### config.mk
export PLATFORM = sky130hd
export DESIGN_NAME = fa_serial_adder_ctrl
export DESIGN_NICKNAME = d
export VERILOG_FILES = /design/src/rtl/fa_serial_adder_ctrl_pkg.sv /design/src/rtl/fa_dataflow.sv /design/src/rtl/fa_serial_adder_ctrl.sv
export SDC_FILE = /design/constraint.sdc
export NUM_CORES = 1
export LEC_CHECK = 0
export ABC_CLOCK_PERIOD_IN_PS = 5280
export BUFFER_PORTS_ARGS = -buffer_cell sky130_fd_sc_hd__buf_2
export CORE_MARGIN = 2
export CORE_UTILIZATION = 42
export CTS_CLUSTER_DIAMETER = 150
export CTS_CLUSTER_SIZE = 30
export DETAILED_ROUTE_END_ITERATION = 8
export GPL_TIMING_DRIVEN = 1
export PLACE_DENSITY_LB_ADDON = 0.3
export SYNTH_ARGS = -nofsm -noshare
export SYNTH_HDL_FRONTEND = slang
export SYNTH_SLANG_ARGS = --single-unit
### constraint.sdc
create_clock -name clk -period 5.28 [get_ports clk]
set_clock_uncertainty 0.15 [all_clocks]
set_input_delay 0.528 -clock clk [delete_from_list [all_inputs] [get_ports clk]]
set_output_delay 0.528 -clock clk [all_outputs]
set_load 0.01 [all_outputs]
### src/rtl/fa_serial_adder_ctrl_pkg.sv
// Shared definitions for the bit-serial adder controller: FSM state encoding
// and the bit-counter width helper.
package fa_serial_adder_ctrl_pkg;

   typedef enum logic [1:0] {
      StIdle = 2'd0,
      StAdd  = 2'd1,
      StDone = 2'd2
   } state_e;

   // Counter must hold 0..width without wrapping inside one operation.
   function automatic int unsigned cnt_w(input int unsigned width);
      return $clog2(width + 1);
   endfunction

endpackage

### src/rtl/fa_dataflow.sv
// Combinational full-adder cell used as the single bit slice of the serial adder.
module fa_dataflow (
   output logic s,
   output logic co,
   input  logic a,
   input  logic b,
   input  logic ci
);

   assign s  = a ^ b ^ ci;
   assign co = (a & b) | (ci & (a ^ b));

endmodule

### src/rtl/fa_serial_adder_ctrl.sv
// Bit-serial adder: walks one full-adder cell across WIDTH bits, LSB first,
// feeding the carry back each cycle; start/busy/done handshake.
module fa_serial_adder_ctrl
   import fa_serial_adder_ctrl_pkg::*;
#(
   parameter int unsigned WIDTH = 8
) (
   input  logic             clk,
   input  logic             rst_n,
   input  logic             start,
   input  logic [WIDTH-1:0] a,
   input  logic [WIDTH-1:0] b,
   input  logic             ci,
   output logic             busy,
   output logic             done,
   output logic [WIDTH-1:0] sum,
   output logic             co
);

   localparam int unsigned    CntW    = cnt_w(WIDTH);
   localparam logic [CntW-1:0] CntLast = CntW'(WIDTH - 1);
   localparam logic [CntW-1:0] CntOne  = CntW'(1);

   state_e           state_q, state_d;
   logic [WIDTH-1:0] a_sh_q, a_sh_d;
   logic [WIDTH-1:0] b_sh_q, b_sh_d;
   logic [WIDTH-1:0] sum_q, sum_d;
   logic [WIDTH:0]   sum_ext;
   logic             carry_q, carry_d;
   logic             co_q, co_d;
   logic [CntW-1:0]  cnt_q, cnt_d;
   logic             s_cell, co_cell;

   fa_dataflow u_cell (
      .s  (s_cell),
      .co (co_cell),
      .a  (a_sh_q[0]),
      .b  (b_sh_q[0]),
      .ci (carry_q)
   );

   // New bit enters at the MSB; written this way so WIDTH=1 stays legal.
   assign sum_ext = {s_cell, sum_q};

   always_comb begin
      state_d = state_q;
      a_sh_d  = a_sh_q;
      b_sh_d  = b_sh_q;
      sum_d   = sum_q;
      carry_d = carry_q;
      co_d    = co_q;
      cnt_d   = cnt_q;
      unique case (state_q)
         StIdle: begin
            if (start) begin
               a_sh_d  = a;
               b_sh_d  = b;
               carry_d = ci;
               cnt_d   = '0;
               sum_d   = '0;
               co_d    = 1'b0;
               state_d = StAdd;
            end
         end
         StAdd: begin
            sum_d   = sum_ext[WIDTH:1];
            a_sh_d  = a_sh_q >> 1;
            b_sh_d  = b_sh_q >> 1;
            carry_d = co_cell;
            cnt_d   = cnt_q + CntOne;
            if (cnt_q == CntLast) begin
               co_d    = co_cell;
               state_d = StDone;
            end
         end
         StDone:  state_d = StIdle;
         default: state_d = StIdle;
      endcase
   end

   always_ff @(posedge clk or negedge rst_n) begin
      if (!rst_n) begin
         state_q <= StIdle;
         a_sh_q  <= '0;
         b_sh_q  <= '0;
         sum_q   <= '0;
         carry_q <= 1'b0;
         co_q    <= 1'b0;
         cnt_q   <= '0;
      end else begin
         state_q <= state_d;
         a_sh_q  <= a_sh_d;
         b_sh_q  <= b_sh_d;
         sum_q   <= sum_d;
         carry_q <= carry_d;
         co_q    <= co_d;
         cnt_q   <= cnt_d;
      end
   end

   assign busy = (state_q == StAdd) || (state_q == StDone);
   assign done = (state_q == StDone);
   assign sum  = sum_q;
   assign co   = co_q;

endmodule

==> summary.md <==
| Metric | Value |
|---|---|
| Per-cell routed wire length | 12.1 microns |
| Layout cells sized above 1 | 0.239 |
| PostCTS Resize Cnt | 0 |
| Startpoint Class | flip-flop |
| Max-cap violation count | 0 |
| Post-layout net count | between 200 and 250 |
| TritonCTS Buffers | 5 |
| Worst slew pin tran | approximately 0.72 ns |
| Outcome | finished clean |
| Worst-path clk slew | around 0.09 ns |
| Worst-Skew Late Latency | roughly 0.33 ns |
| Final WS setup | between 2 and 3 ns |
| Ports | 31 |
| Final HPWL DP | 1970 microns |
| Critical Path RT | 5.40 ns |
| Critical path fanouts, max | 39 |
| Period Utilization, post-route | 0.454 |
| Largest net degree at the start of global routing | 40 |
| Antenna cells | 0 |
| TritonCTS clock tree | done |
| Seq cells post-synth | 32 |
| CP startpoint | state_q[1]$_DFFE_PN0P_ |
| Initial antenna violation count | 0 |
| Maximum vdd drop | 0.278 mV |
| Pre-CTS setup slack | 2.87 ns |
| Library cells used by synthesis | 20 |
| Post-synthesis sequential area ratio | 0.525 |
| Design Area, Final | around 1800 sq um |
| HP Class | input pin to async pin |
| DRC | 0 |
| Die area | approximately 4100 sq um |
| H-tree levels | 2 |
| Worst Setup End Kind | flip-flop |
| Post-route setup TNS | 0 ns |
| Syn_area_per_cell | approximately 10 sq um |
| Number of global-route vias before repair | about 1100 |
| Drt pass-1 iters | 4 |
| Synth Instances | approximately 150 |
| CTS root buf | clkbuf_4 |
| Pwr dens | ~550 nW/um^2 |
| WS Path Type | flip-flop to flip-flop |
| IO buf count | 30 |
| Die Y | around 64 microns |
| Final Critical Period | about 2.4 ns |
| Rows | 21 |
| First-pass GRT wire length | between 4000 and 5000 microns |
| Final Hold Fails | 0 |
| Pins over their slew limit | 0 |
| Yosys warning count | 0 |
| Total congestion overflow | 0 |
| FF-to-FF Start | state_q[1]$_DFFE_PN0P_ |
| Die width | around 64 microns |
| DRT iter0 DRCs | 51 |
| Clock tree buffer depth | 2 |
| Post-DR vias/cell | 4.89 |
| GP Congestion | between 0.7 and 0.8 |
| Setup violators final | 0 |
| FF-to-FF path depth | 7 |
| Total GRT Usage | 0.149 |
| Placed Instance Area | ~1700 sq um |
| Pleak | around 0.87 nW |
| Sink Count | 32 |
| DR vias | roughly 1100 |
| Slew margin rel. | 0.523 |
| Cell Area, Synth | roughly 1500 sq um |
| DRT antenna net count | 0 |
| Final wirelength | between 2000 and 3000 microns |
| Setup bufs post-CTS | 0 |
| RSZ-0062 raised after global routing | no |
| P&R area growth vs syn | 16.5% |
| WP data arrival | 2.51 ns |
| Initial core utilization | 0.447 |
| Post-CTS Hold Fix Bufs | 0 |
| Synthesized Nets | 178 |
| Core area | ~3400 sq um |
| Achievable Freq | 417 MHz |
[registers in the layout, summed over array words and instances (netlist names)]
name,cells
carry_q,1
co,1
cnt_q,4
a_sh_q,8
b_sh_q,8
state_q,2
sum,8
[final timing paths]
kind	end	slack, ns
max	cnt_q[3]$_DFFE_PN0P_	2.88
min	sum[2]$_DFFE_PN0P_	0.09
max reg2reg	cnt_q[3]$_DFFE_PN0P_	2.88
min reg2reg	b_sh_q[4]$_DFFE_PN0P_	0.34
max in group asynchronous	a_sh_q[6]$_DFFE_PN0P_	4.42
min in group clk	a_sh_q[7]$_DFFE_PN0P_	0.30
[final cells by class]
class                      instances  area [sq um]
tap                               46          57.6
clock buffer                       7          65.1
sequential                        32           801
inverter                           6          22.5
timing repair buffer              32           165
multi-input combinational        103           666
fill                             342          1640
[metrics by stage]
step	power, mW	util	std cells	hold WS, ns
floorplan	0.722	-	151	0.0824
global placement	0.799	0.501	219	0.313
detailed placement	0.832	0.501	219	0.324
CTS	0.985	0.520	226	0.108
global route	1.06	0.520	226	0.118
finish	0.968	0.520	226	0.0928
[layer usage]
layer / global-route usage / vias to the layer above / part of all wire
met5: 0 / - / 0
li1: - / 559 / -
met3: 0.0581 / 5 / 0.047
met1: 0.171 / 517 / 0.44
met4: 0.0559 / 0 / 0.015
met2: 0.250 / 25 / 0.50
[power breakdown]
group / switching (mW) / internal (mW)
sequential: 0.0562 / 0.341
clock: 0.0772 / 0.0754
combinational: 0.244 / 0.175
[cells in the final DEF (no fill, tap or decap)]
master,netlist,routed
mux2i_4,0,1
buf_4,1,2
nand2b_1,3,3
a21boi_0,1,1
ha_1,6,6
clkbuf_8,0,2
dfrtp_1,32,32
a32o_1,1,1
nor2b_1,2,2
buf_2,6,30
nand3_1,3,3
o31ai_1,1,1
or4b_1,1,1
mux2i_1,16,15
clkbuf_4,0,5
fa_1,1,1
o21ai_0,27,27
a21oi_1,1,1
nand3b_1,1,1
nand2_1,36,36
mux2_2,3,3
inv_1,6,6
[cell usage after synthesis (all sizes together)]
cell type  count  area share
nand2b         3       0.012
nand3b         1      0.0049
o21ai         27       0.089
buf            7       0.025
o31ai          1      0.0049
fa             1       0.013
mux2i         16        0.11
nor2b          2      0.0082
ha             6       0.049
mux2           3       0.022
dfrtp         32        0.53
inv            6       0.015
or4b           1      0.0066
nand2         36       0.089
a21oi          1      0.0033
nand3          3      0.0098
a21boi         1      0.0049
clkbuf         3      0.0074
a32o           1      0.0066
[critical path, cell delays in order (launching register included)]
cell and delay [ns]:
dfrtp_1 0.41, inv_1 0.13, ha_1 0.17, buf_4 0.34
mux2i_4 0.22, buf_4 0.29, or4b_1 0.53, nand3_1 0.10
[cell families after synthesis]
group | count (synthesis) | synth area share
simple gates | 46 | 0.130
fa+ha+maj | 7 | 0.0623
flops | 32 | 0.525
mux | 19 | 0.127
buf+inv | 16 | 0.0468
compound gates | 31 | 0.108
Note: power is estimated with default switching activity, not from simulation.
